File: src/rtl/prover_compute_h_seq.sv
// prover_compute_h_seq
// Streams field elements from a small FIFO into an external multi-cycle
// accumulator, one operation at a time, and reports the running sum when a
// group (closed by in_last) completes.
// Optional feature macro: PROVER_COMPUTE_H_SEQ_COUNT_EN adds out_count, the
// element count of each completed group.
//
// Handshake: an element is pushed on a rising edge where in_valid && in_ready;
// in_ready depends only on registered occupancy (and rst), never on in_valid.
// acc_en is a single-cycle issue strobe; the accumulator answers with exactly
// one acc_ready_pulse per issue, and no new issue is made until it does.

`ifndef F_NBITS
`define F_NBITS 61
`endif

module prover_compute_h_seq #(
  parameter int DEPTH = 4
) (
  input  logic                clk,
  input  logic                rst,
  input  logic                in_valid,
  input  logic [`F_NBITS-1:0] in_data,
  input  logic                in_last,
  output logic                in_ready,
  output logic                acc_en,
  output logic [`F_NBITS-1:0] acc_in,
  output logic                acc_tag,
  input  logic                acc_ready_pulse,
  input  logic [`F_NBITS-1:0] acc_out,
  output logic                out_valid,
  output logic [`F_NBITS-1:0] out_data,
  output logic                busy,
  output logic                err
`ifdef PROVER_COMPUTE_H_SEQ_COUNT_EN
  ,
  output logic [15:0]         out_count
`endif
);

  localparam int W  = `F_NBITS;
  localparam int AW = (DEPTH > 1) ? $clog2(DEPTH) : 1;
  localparam logic [AW:0] FULL_CNT = (AW+1)'(DEPTH);

  typedef enum logic {
    S_IDLE = 1'b0,   // nothing outstanding at the accumulator
    S_WAIT = 1'b1    // one operation outstanding
  } state_t;

  state_t state, state_nx;

  // FIFO storage: each entry is {last, data}
  logic [W:0]    mem [DEPTH];
  logic [AW-1:0] wr_ptr, rd_ptr;
  logic [AW:0]   count;
  logic          full, empty;
  logic          push, pop, done;
  logic [W:0]    head;

  // Running-group bookkeeping
  logic          first_flag;   // next issued element starts a new group
  logic          issued_last;  // element currently outstanding closes a group

  assign full     = (count == FULL_CNT);
  assign empty    = (count == '0);
  assign in_ready = !rst && !full;
  assign push     = in_valid && in_ready;
  assign head     = mem[rd_ptr];

  assign acc_en   = pop && !rst;
  assign acc_in   = head[W-1:0];
  assign acc_tag  = !first_flag;
  assign busy     = !empty || (state == S_WAIT);

  // FIFO pointers and occupancy; pointers wrap naturally at DEPTH (power of two)
  always_ff @(posedge clk) begin
    if (rst) begin
      wr_ptr <= '0;
      rd_ptr <= '0;
      count  <= '0;
    end else begin
      if (push) wr_ptr <= wr_ptr + 1'b1;
      if (pop)  rd_ptr <= rd_ptr + 1'b1;
      case ({push, pop})
        2'b10:   count <= count + 1'b1;
        2'b01:   count <= count - 1'b1;
        default: count <= count;
      endcase
    end
  end

  // FIFO storage write; contents need no reset since occupancy gates reads
  always_ff @(posedge clk) begin
    if (push) mem[wr_ptr] <= {in_last, in_data};
  end

  // FSM state register
  always_ff @(posedge clk) begin
    if (rst) state <= S_IDLE;
    else     state <= state_nx;
  end

  // FSM next state: issue from IDLE when data is queued, retire on the pulse
  always_comb begin
    state_nx = state;
    pop      = 1'b0;
    done     = 1'b0;
    case (state)
      S_IDLE: begin
        if (!empty) begin
          pop      = 1'b1;
          state_nx = S_WAIT;
        end
      end
      S_WAIT: begin
        if (acc_ready_pulse) begin
          done     = 1'b1;
          state_nx = S_IDLE;
        end
      end
      default: state_nx = S_IDLE;
    endcase
  end

  // Group tracking, result capture and sticky protocol error
  always_ff @(posedge clk) begin
    if (rst) begin
      first_flag  <= 1'b1;
      issued_last <= 1'b0;
      out_valid   <= 1'b0;
      out_data    <= '0;
      err         <= 1'b0;
    end else begin
      out_valid <= 1'b0;
      if (pop) begin
        first_flag  <= head[W];
        issued_last <= head[W];
      end
      if (done && issued_last) begin
        out_valid <= 1'b1;
        out_data  <= acc_out;
      end
      // A pulse with nothing outstanding (including one left over from an
      // operation abandoned by reset) is flagged and otherwise ignored.
      if ((state == S_IDLE) && acc_ready_pulse) err <= 1'b1;
    end
  end

`ifdef PROVER_COMPUTE_H_SEQ_COUNT_EN
  logic [15:0] grp_cnt;

  // Per-group element counter, saturating, latched on group completion
  always_ff @(posedge clk) begin
    if (rst) begin
      grp_cnt   <= '0;
      out_count <= '0;
    end else begin
      if (pop) begin
        if (first_flag)                grp_cnt <= 16'd1;
        else if (grp_cnt != 16'hFFFF)  grp_cnt <= grp_cnt + 16'd1;
      end
      if (done && issued_last) out_count <= grp_cnt;
    end
  end
`endif

endmodule

File: config.mk
export PLATFORM = sky130hd
export DESIGN_NAME = prover_compute_h_seq
export DESIGN_NICKNAME = d
export VERILOG_FILES = /design/src/rtl/prover_compute_h_seq.sv
export SDC_FILE = /design/constraint.sdc
export NUM_CORES = 1
export LEC_CHECK = 0
export ABC_AREA = 1
export BUFFER_PORTS_ARGS = -buffer_cell sky130_fd_sc_hd__buf_2
export CAP_MARGIN = 5
export CORE_ASPECT_RATIO = 1.25
export CORE_MARGIN = 8
export CORE_UTILIZATION = 45
export DETAILED_ROUTE_END_ITERATION = 10
export PLACE_DENSITY = 0.67
export SYNTH_ARGS = -nofsm -noshare
export SYNTH_HDL_FRONTEND = slang
export SYNTH_SLANG_ARGS = --single-unit
File: constraint.sdc
create_clock -name clk -period 9.8 [get_ports clk]
set_clock_uncertainty 0.2 [all_clocks]
set_input_delay 2.45 -clock clk [delete_from_list [all_inputs] [get_ports clk]]
set_output_delay 2.45 -clock clk [all_outputs]
set_load 0.01 [all_outputs]
==> results of run 1 <==
==> synthesized netlist by cell type, types with 3 or more instances <==
cell	number	area (µm²)
sky130_fd_sc_hd__buf_6	12	135.1
sky130_fd_sc_hd__buf_12	7	140.1
sky130_fd_sc_hd__nand3_2	3	30.03
sky130_fd_sc_hd__nand2_1	13	48.80
sky130_fd_sc_hd__o22ai_2	60	750.7
sky130_fd_sc_hd__buf_2	15	75.07
sky130_fd_sc_hd__nand2_2	4	25.02
sky130_fd_sc_hd__ha_1	5	62.56
sky130_fd_sc_hd__clkbuf_1	16	60.06
sky130_fd_sc_hd__inv_1	82	307.8
sky130_fd_sc_hd__nor2_1	69	259.0
sky130_fd_sc_hd__a21oi_1	72	360.4
sky130_fd_sc_hd__o21ai_0	163	815.8
sky130_fd_sc_hd__buf_4	66	495.5
sky130_fd_sc_hd__clkbuf_2	6	30.03
sky130_fd_sc_hd__nor2_2	61	381.6
sky130_fd_sc_hd__o21ai_1	24	120.1
sky130_fd_sc_hd__edfxtp_1	248	7447
sky130_fd_sc_hd__nand3_1	6	30.03
sky130_fd_sc_hd__dfxtp_1	75	1501
==> layout make-up <==
cell class	instances	area, µm²	share of cell area, %
timing repair buffer	263	1339	8.929
tap	396	495.5	3.304
clock inverter	18	110.1	0.7343
multi-input combinational	485	2977	19.85
antenna	1	2.502	0.01669
clock buffer	35	790.8	5.274
sequential	323	8954	59.71
inverter	85	326.6	2.178
==> cells by family (layout without fill, tap and decap cells) <==
logic type,Yosys count,after routing,synth area share (%)
buffers and inverters,207,401,9.600
AO/OA/AOI/OAI,321,321,15.68
AND/OR/NAND/NOR,157,157,5.975
adder cells (fa/ha/maj),6,6,0.6280
flip-flops,323,323,68.05
XOR/XNOR,1,1,0.06662
other,0,1,0
==> cells in the final DEF (no fill, tap or decap), drive strengths merged <==
master,n
a21oi,73
buf,263
bufinv,1
clkbuf,35
clkinv,14
clkinvlp,3
dfxtp,75
diode,1
edfxtp,248
fa,1
ha,5
inv,85
nand2,18
nand3,9
nor2,130
o21ai,187
o22ai,61
xor2,1
==> path summary, 6_finish.rpt <==
| check | from | endpoint | slack (ns) | cells past startpoint |
|---|---|---|---|---|
| hold / removal | out_data[56] | out_data[56] | 0.24 | 2 |
| setup reg to reg | count[1] | mem[3][50] | 6.89 | 5 |
| hold reg to reg | out_data[56] | out_data[56] | 0.24 | 2 |
| setup / recovery | rst | in_ready | 4.09 | 3 |
==> critical path: cells and delay by family <==
family,cells,cell delay (ns)
AO/OA/AOI/OAI,1,0.24
buffers and inverters,2,0.37
==> per-stage QoR <==
step / utilization, % / hold WS [ns]
2_1_floorplan: - / 0.2312
3_3_place_gp: 48.61 / 0.2289
3_5_place_dp: 48.61 / 0.2331
4_1_cts: 51.71 / 0.2426
5_1_grt: 51.72 / 0.2518
6_report: 51.72 / 0.2403
==> registers in the layout (all words and copies together) (netlist names), named ones only <==
register and count:
rd_ptr 2, state 1, out_valid 1, issued_last 1
mem 248, err 1, first_flag 1, wr_ptr 2
count 3, out_data 61
==> power by group <==
part | switching, mW | total (mW) | internal (mW)
Combinational | 0.665 | 1.04 | 0.375
Clock | 0.474 | 1.07 | 0.598
Sequential | 0.0584 | 1.62 | 1.56
Total | 1.20 | 3.73 | 2.54
==> routing by layer <==
metal	track usage (%)	wire length (µm)
met1	18.32	11750
met2	27.01	13600
met3	5.841	2680
met4	3.886	459
met5	0	34
==> results.rst, run 1 <==
.. list-table::
   :header-rows: 1

   * - Metric
     - Value
   * - Insertion delay to the later sink of the worst-skew pair
     - 0.54 ns
   * - CP max stage delay
     - 0.24 ns
   * - Initial Utilization
     - 45.36%
   * - Ys Warns
     - 0
   * - Setup violators final
     - 0
   * - Core region area
     - 28990 µm²
   * - Fraction of final layout cells with drive strength greater than 1
     - 36.56%
   * - Count of instances resized after the clock tree is built
     - 0
   * - Final HPWL from detailed placement
     - 17.14 mm
   * - I/O pin total
     - 255
   * - Slew of the pin with the lowest slew margin
     - 1.004 ns
   * - Cells along the critical path
     - buf_2 > a21oi_1 > buf_2
   * - Shortest clock period the worst path allows after layout
     - 5.712 ns
   * - Unrepaired setup endpoints after global routing
     - false
   * - Cell area after synthesis
     - 13150 µm²
   * - Count of endpoints failing hold in the final timing report
     - 0
   * - Number of antenna violations at the first check in global routing
     - 4
   * - Last weighted congestion value of the routability-driven placer
     - 0.7616
   * - Worst-path maximum fanout
     - 10
   * - Sum of overflow across all layers after global routing
     - 0
   * - Number of clock sinks seen by CTS
     - 323
   * - Pin count of the biggest net entering global routing
     - 74
   * - Router iterations before antenna repair
     - 4
   * - Placed cell area
     - 14090 µm²
   * - Number of global-route vias before repair
     - 8256
   * - Post-DR vias/cell
     - 5.024
   * - Total wirelength of the detailed-routed design
     - 28.52 mm
   * - Type of the tightest min-delay check
     - register to register
   * - Status
     - finished, final reports clean
   * - Worst setup slack before clock tree synthesis
     - 4.072 ns
   * - Maximum root-to-sink buffer count
     - 3
   * - Power density cells
     - 249.1 nW/µm²
   * - Inserted Clock Buffers
     - 31
   * - Kind of end point of the critical path
     - primary output
   * - Synthesis-to-layout area growth
     - 14.02%
   * - Remaining routing DRC violations
     - 0
   * - CTS root buf
     - sky130_fd_sc_hd__clkbuf_16
   * - Filler Cells Inserted
     - 2507
   * - Endpoint arrival time on the critical path
     - 3.06 ns
   * - EDFF count, synth
     - 248
   * - Leak Pwr
     - 5.482 nW
   * - Final max-slew violation count
     - 0
   * - Violation count after the first detailed-routing iteration
     - 403
   * - Remaining antenna violation count after routing
     - 0
   * - Most repeated library cell on the critical path
     - sky130_fd_sc_hd__buf_2
   * - Die area
     - 34980 µm²
   * - Master of the slowest instance on the critical path
     - sky130_fd_sc_hd__a21oi_1
   * - Cell variety after synth
     - 28
   * - Accumulated negative setup slack
     - 0 ns
   * - Number of placed cells counting well taps
     - 1552
   * - First-pass GRT wire length
     - 44.17 mm
   * - Floorplan row count
     - 70
   * - Post-CTS Hold Fix Bufs
     - 0
   * - Startpoint type of the worst setup path
     - input port
   * - Share of the yosys chip area belonging to registers
     - 68.05%
   * - Period utilization
     - 58.29%
   * - Worst-case vdd ir drop
     - 0.0001754 V
   * - Worst setup path class
     - input port to primary output
   * - Count of input and output buffers
     - 254
   * - Nets@finish
     - 1322
   * - Depth of the CTS H-tree
     - 1
   * - Post-layout worst setup margin
     - 4.088 ns
   * - Max-slew headroom
     - 33.06%
   * - Required time of the critical path
     - 7.15 ns
   * - Mapped Avg Cell Area
     - 12.96 µm²
   * - Instance count of the mapped netlist
     - 1015
   * - Number of buffers inserted to repair setup after CTS
     - 0
   * - Most frequently used flop master after synthesis
     - sky130_fd_sc_hd__edfxtp_1
   * - Routed length per instance
     - 17.76 µm
   * - Die Span Y
     - 207.1 µm
   * - Post-route design area
     - 14990 µm²
   * - Flop and latch count out of synthesis
     - 323
   * - Total power draw
     - 3.735 mW
   * - Post-Layout Cell Count
     - 1606
   * - Via Count
     - 8068
   * - Max frequency
     - 175.1 MHz
   * - Overall track demand over capacity in global routing
     - 15.75%
   * - Die X-Extent
     - 168.9 µm
   * - Register clock-pin slew on the reported worst setup and hold paths
     - 0.06 ns
   * - Synth async-reset ratio
     - 0%
   * - Max-capacitance violation count
     - 0
   * - CTS tree
     - done
   * - Nets in the synthesized netlist
     - 1148
(Power assumes the default switching activity.)
==> run 2: changes to the inputs <==
Settings changed: ABC_AREA 1 to 0, PLACE_DENSITY 0.67 to 0.68.
Clock period 9.8 ns to 5.32 ns, I/O delays scaled along.
==> run 2 against run 1 <==
  * Synthesized area shrank 7.8%
  * Critical endpoint is now acc_in[50]
  * Highest routed layer unchanged
  * Clock power grew 120%
  * Largest cell class unchanged
  * Synthesized cell count shrank 29%
  * Largest power group unchanged
==> results.rst, run 2 <==
.. list-table::
   :header-rows: 1

   * - Metric
     - Value
   * - Post-CTS Hold Fix Bufs
     - 0 (unchanged)
   * - Startpoint type of the worst setup path
     - register
   * - Core region area
     - 26660 µm² (-8.0%)
   * - Register area
     - 8956 µm² (about the same)
   * - Cells along the critical path
     - buf_12 > mux4_2 > buf_2
   * - Worst-case vdd ir drop
     - 0.0003892 V (+120%)
   * - I/O pin total
     - 255 (unchanged)
   * - Total wirelength of the detailed-routed design
     - 25.00 mm (-12%)
   * - Commonest cells in the synthesized netlist
     - sky130_fd_sc_hd__edfxtp_1 (248), sky130_fd_sc_hd__nand2_1 (126), sky130_fd_sc_hd__dfxtp_1 (75), sky130_fd_sc_hd__a21oi_1 (67), sky130_fd_sc_hd__buf_4 (67)
   * - Max frequency
     - 247.4 MHz
   * - Largest register FFs
     - 248 (unchanged)
   * - Power density cells
     - 447.7 nW/µm² (+80%)
   * - Area share of the largest cell type after synthesis
     - 61.40% (+4.8 points)
   * - Setup violators final
     - 0 (unchanged)
   * - Most frequently used flop master after synthesis
     - sky130_fd_sc_hd__edfxtp_1
   * - Number of buffers inserted to repair setup after CTS
     - 0 (unchanged)
   * - Buffers and inverters on the worst path
     - 2 (unchanged)
   * - Cell variety after synth
     - 31 (+11%)
   * - Area leader, netlist
     - sky130_fd_sc_hd__edfxtp_1
   * - Share of the yosys chip area belonging to registers
     - 73.78% (+5.7 points)
   * - Fraction of final layout cells with drive strength greater than 1
     - 40.28% (+3.7 points)
   * - Worst setup path class
     - register to primary output
   * - Instance count of the mapped netlist
     - 723 (-29%)
   * - Type of the tightest min-delay check
     - register to register
   * - Filler Cells Inserted
     - 2189 (-13%)
   * - CTS tree
     - done
   * - Inserted Clock Buffers
     - 31 (unchanged)
   * - First-pass GRT wire length
     - 38.41 mm (-13%)
   * - Die area
     - 32500 µm² (-7.1%)
   * - Post-Layout Cell Count
     - 1286 (-20%)
   * - Last weighted congestion value of the routability-driven placer
     - 0.7571 (-0.59%)
   * - Reg with most FFs
     - mem
   * - Shortest clock period the worst path allows after layout
     - 4.042 ns
   * - Nets@finish
     - 1050 (-21%)
   * - Synth async-reset ratio
     - 0% (unchanged)
   * - Dominant delay contributor by cell family on the critical path
     - flip-flops
   * - Synthesis-to-layout area growth
     - 18.35%
   * - CP max stage delay
     - 0.94 ns (+0.70 ns)
   * - Violation count after the first detailed-routing iteration
     - 269 (-33%)
   * - Number of clock sinks seen by CTS
     - 323 (unchanged)
   * - Accumulated negative setup slack
     - 0 ns (unchanged)
   * - Commonest non-fill, non-tap cells in the layout
     - sky130_fd_sc_hd__buf_2 (254), sky130_fd_sc_hd__edfxtp_1 (248), sky130_fd_sc_hd__nand2_1 (126)
   * - Register clock-pin slew on the reported worst setup and hold paths
     - 0.06 ns (about the same)
   * - Count of endpoints failing hold in the final timing report
     - 0 (unchanged)
   * - Number of antenna cells inserted
     - 0 (-1)
   * - CTS root buf
     - sky130_fd_sc_hd__clkbuf_16
   * - Max-capacitance violation count
     - 0 (unchanged)
   * - Status
     - finished, final reports clean
   * - Initial Utilization
     - 45.50% (+0.14 points)
   * - Pin count of the biggest net entering global routing
     - 63 (-15%)
   * - Floorplan row count
     - 67 (-4.3%)
   * - Most common cell after layout, fill and taps aside
     - sky130_fd_sc_hd__buf_2
   * - Overall track demand over capacity in global routing
     - 15.14% (-0.62 points)
   * - Unrepaired setup endpoints after global routing
     - false
   * - Endpoint arrival time on the critical path
     - 2.51 ns (-0.55 ns)
   * - Master of the slowest instance on the critical path
     - sky130_fd_sc_hd__dfxtp_4
   * - Router iterations before antenna repair
     - 4 (unchanged)
   * - EDFF count, synth
     - 248 (unchanged)
   * - Required time of the critical path
     - 3.79 ns (-3.36 ns)
   * - Leak Pwr
     - 5.145 nW (-6.1%)
   * - Post-DR vias/cell
     - 5.062 (+0.77%)
   * - Count of instances resized after the clock tree is built
     - 0 (unchanged)
   * - Ys Warns
     - 0 (unchanged)
   * - Period utilization
     - 75.98%
   * - Most area-consuming cells after synthesis
     - sky130_fd_sc_hd__edfxtp_1 (61%), sky130_fd_sc_hd__dfxtp_1 (12%), sky130_fd_sc_hd__mux4_2 (12%)
   * - Nets in the synthesized netlist
     - 856 (-25%)
   * - Count of input and output buffers
     - 254 (unchanged)
   * - Routed length per instance
     - 19.44 µm (+9.4%)
   * - Insertion delay to the later sink of the worst-skew pair
     - 0.54 ns (about the same)
   * - Depth of the CTS H-tree
     - 1 (unchanged)
   * - Number of global-route vias before repair
     - 7016 (-15%)
   * - Most frequently used cell type in the post-synthesis netlist
     - sky130_fd_sc_hd__edfxtp_1
   * - Die X-Extent
     - 162.8 µm (-3.6%)
   * - Sum of overflow across all layers after global routing
     - 0 (unchanged)
   * - Kind of end point of the critical path
     - primary output
   * - Mapped Avg Cell Area
     - 16.78 µm² (+29%)
   * - Remaining routing DRC violations
     - 0 (unchanged)
   * - Via Count
     - 6510 (-19%)
   * - Final HPWL from detailed placement
     - 15.96 mm (-6.9%)
   * - Max-slew headroom
     - 35.45% (+2.4 points)
   * - Total power draw
     - 6.426 mW (+72%)
   * - Slew of the pin with the lowest slew margin
     - 0.9682 ns (-0.03583 ns)
   * - Final max-slew violation count
     - 0 (unchanged)
   * - Worst-path maximum fanout
     - 43 (+33)
   * - Largest regs
     - mem: 248 flops, out_data: 61 flops, count: 3 flops
   * - Remaining antenna violation count after routing
     - 0 (unchanged)
   * - Number of placed cells counting well taps
     - 1229 (-21%)
   * - Maximum root-to-sink buffer count
     - 3 (unchanged)
   * - Cell area after synthesis
     - 12130 µm² (-7.8%)
   * - Multi-input gate area in the final layout
     - 2512 µm² (-16%)
   * - Number of antenna violations at the first check in global routing
     - 6 (+2)
   * - Die Span Y
     - 199.6 µm (-3.7%)
   * - Flop and latch count out of synthesis
     - 323 (unchanged)
-- run 2: per-layer routing --
metal	up-vias	routed length [µm]	track usage (%)
met2	255	12460	26.24
met5	-	66	0
li1	3015	-	-
met4	12	502	4.016
met3	52	2584	6.101
met1	3176	9387	17.05
-- run 2: where the power goes --
part           total (mW)  internal, mW  leakage (nW)  switching, mW
Combinational        1.02         0.519          1.75          0.503
Clock                2.35          1.45         0.538          0.900
Sequential           3.06          2.89          2.86          0.164
-- run 2: path summary, 6_finish.rpt --
check                             startpoint      endpoint  slack, ns  cells after the start
worst max-delay path                register    acc_in[50]       1.28                      3
worst min-delay path            out_data[18]  out_data[18]       0.25                      2
worst max register to register      count[2]      count[2]       2.71                      9
worst min register to register  out_data[18]  out_data[18]       0.25                      2
-- run 2: area by class of cell --
cell class              instances  area share [%]
flip-flops and latches        323           62.39
multi-input cells             293           17.50
repair buffers                258           9.152
clock buffers                  41           5.875
well taps                     345           3.007
clock inverters                16           1.813
inverters                      10          0.2615
-- run 2: cells by family after synthesis --
| logic type | Yosys count | synth area share (%) |
|---|---|---|
| AND/OR/NAND/NOR | 148 | 4.951 |
| XOR/XNOR | 2 | 0.1444 |
| flip-flops | 323 | 73.78 |
| buffers and inverters | 107 | 5.643 |
| multiplexers | 64 | 11.69 |
| adder cells (fa/ha/maj) | 6 | 0.6808 |
| AO/OA/AOI/OAI | 73 | 3.115 |
-- run 2: per-stage QoR --
stage / instance area [µm²] / setup slack [ns] / util [%] / hold WS (ns)
after floorplan: 12130 / 1.512 / - / 0.2507
after global placement: 13250 / 1.530 / 49.71 / 0.2386
after CTS: 14360 / 1.166 / 53.85 / 0.2516
final: 14360 / 1.278 / 53.85 / 0.2506
after detailed placement: 13250 / 1.518 / 49.71 / 0.2432
after global routing: 14360 / 1.062 / 53.85 / 0.2698
-- run 2: tightest hold or removal path, stage by stage (launching register included) --
cell and delay [ns]:
sky130_fd_sc_hd__dfxtp_1 0.30, sky130_fd_sc_hd__nand2_1 0.05, sky130_fd_sc_hd__a21oi_1 0.05
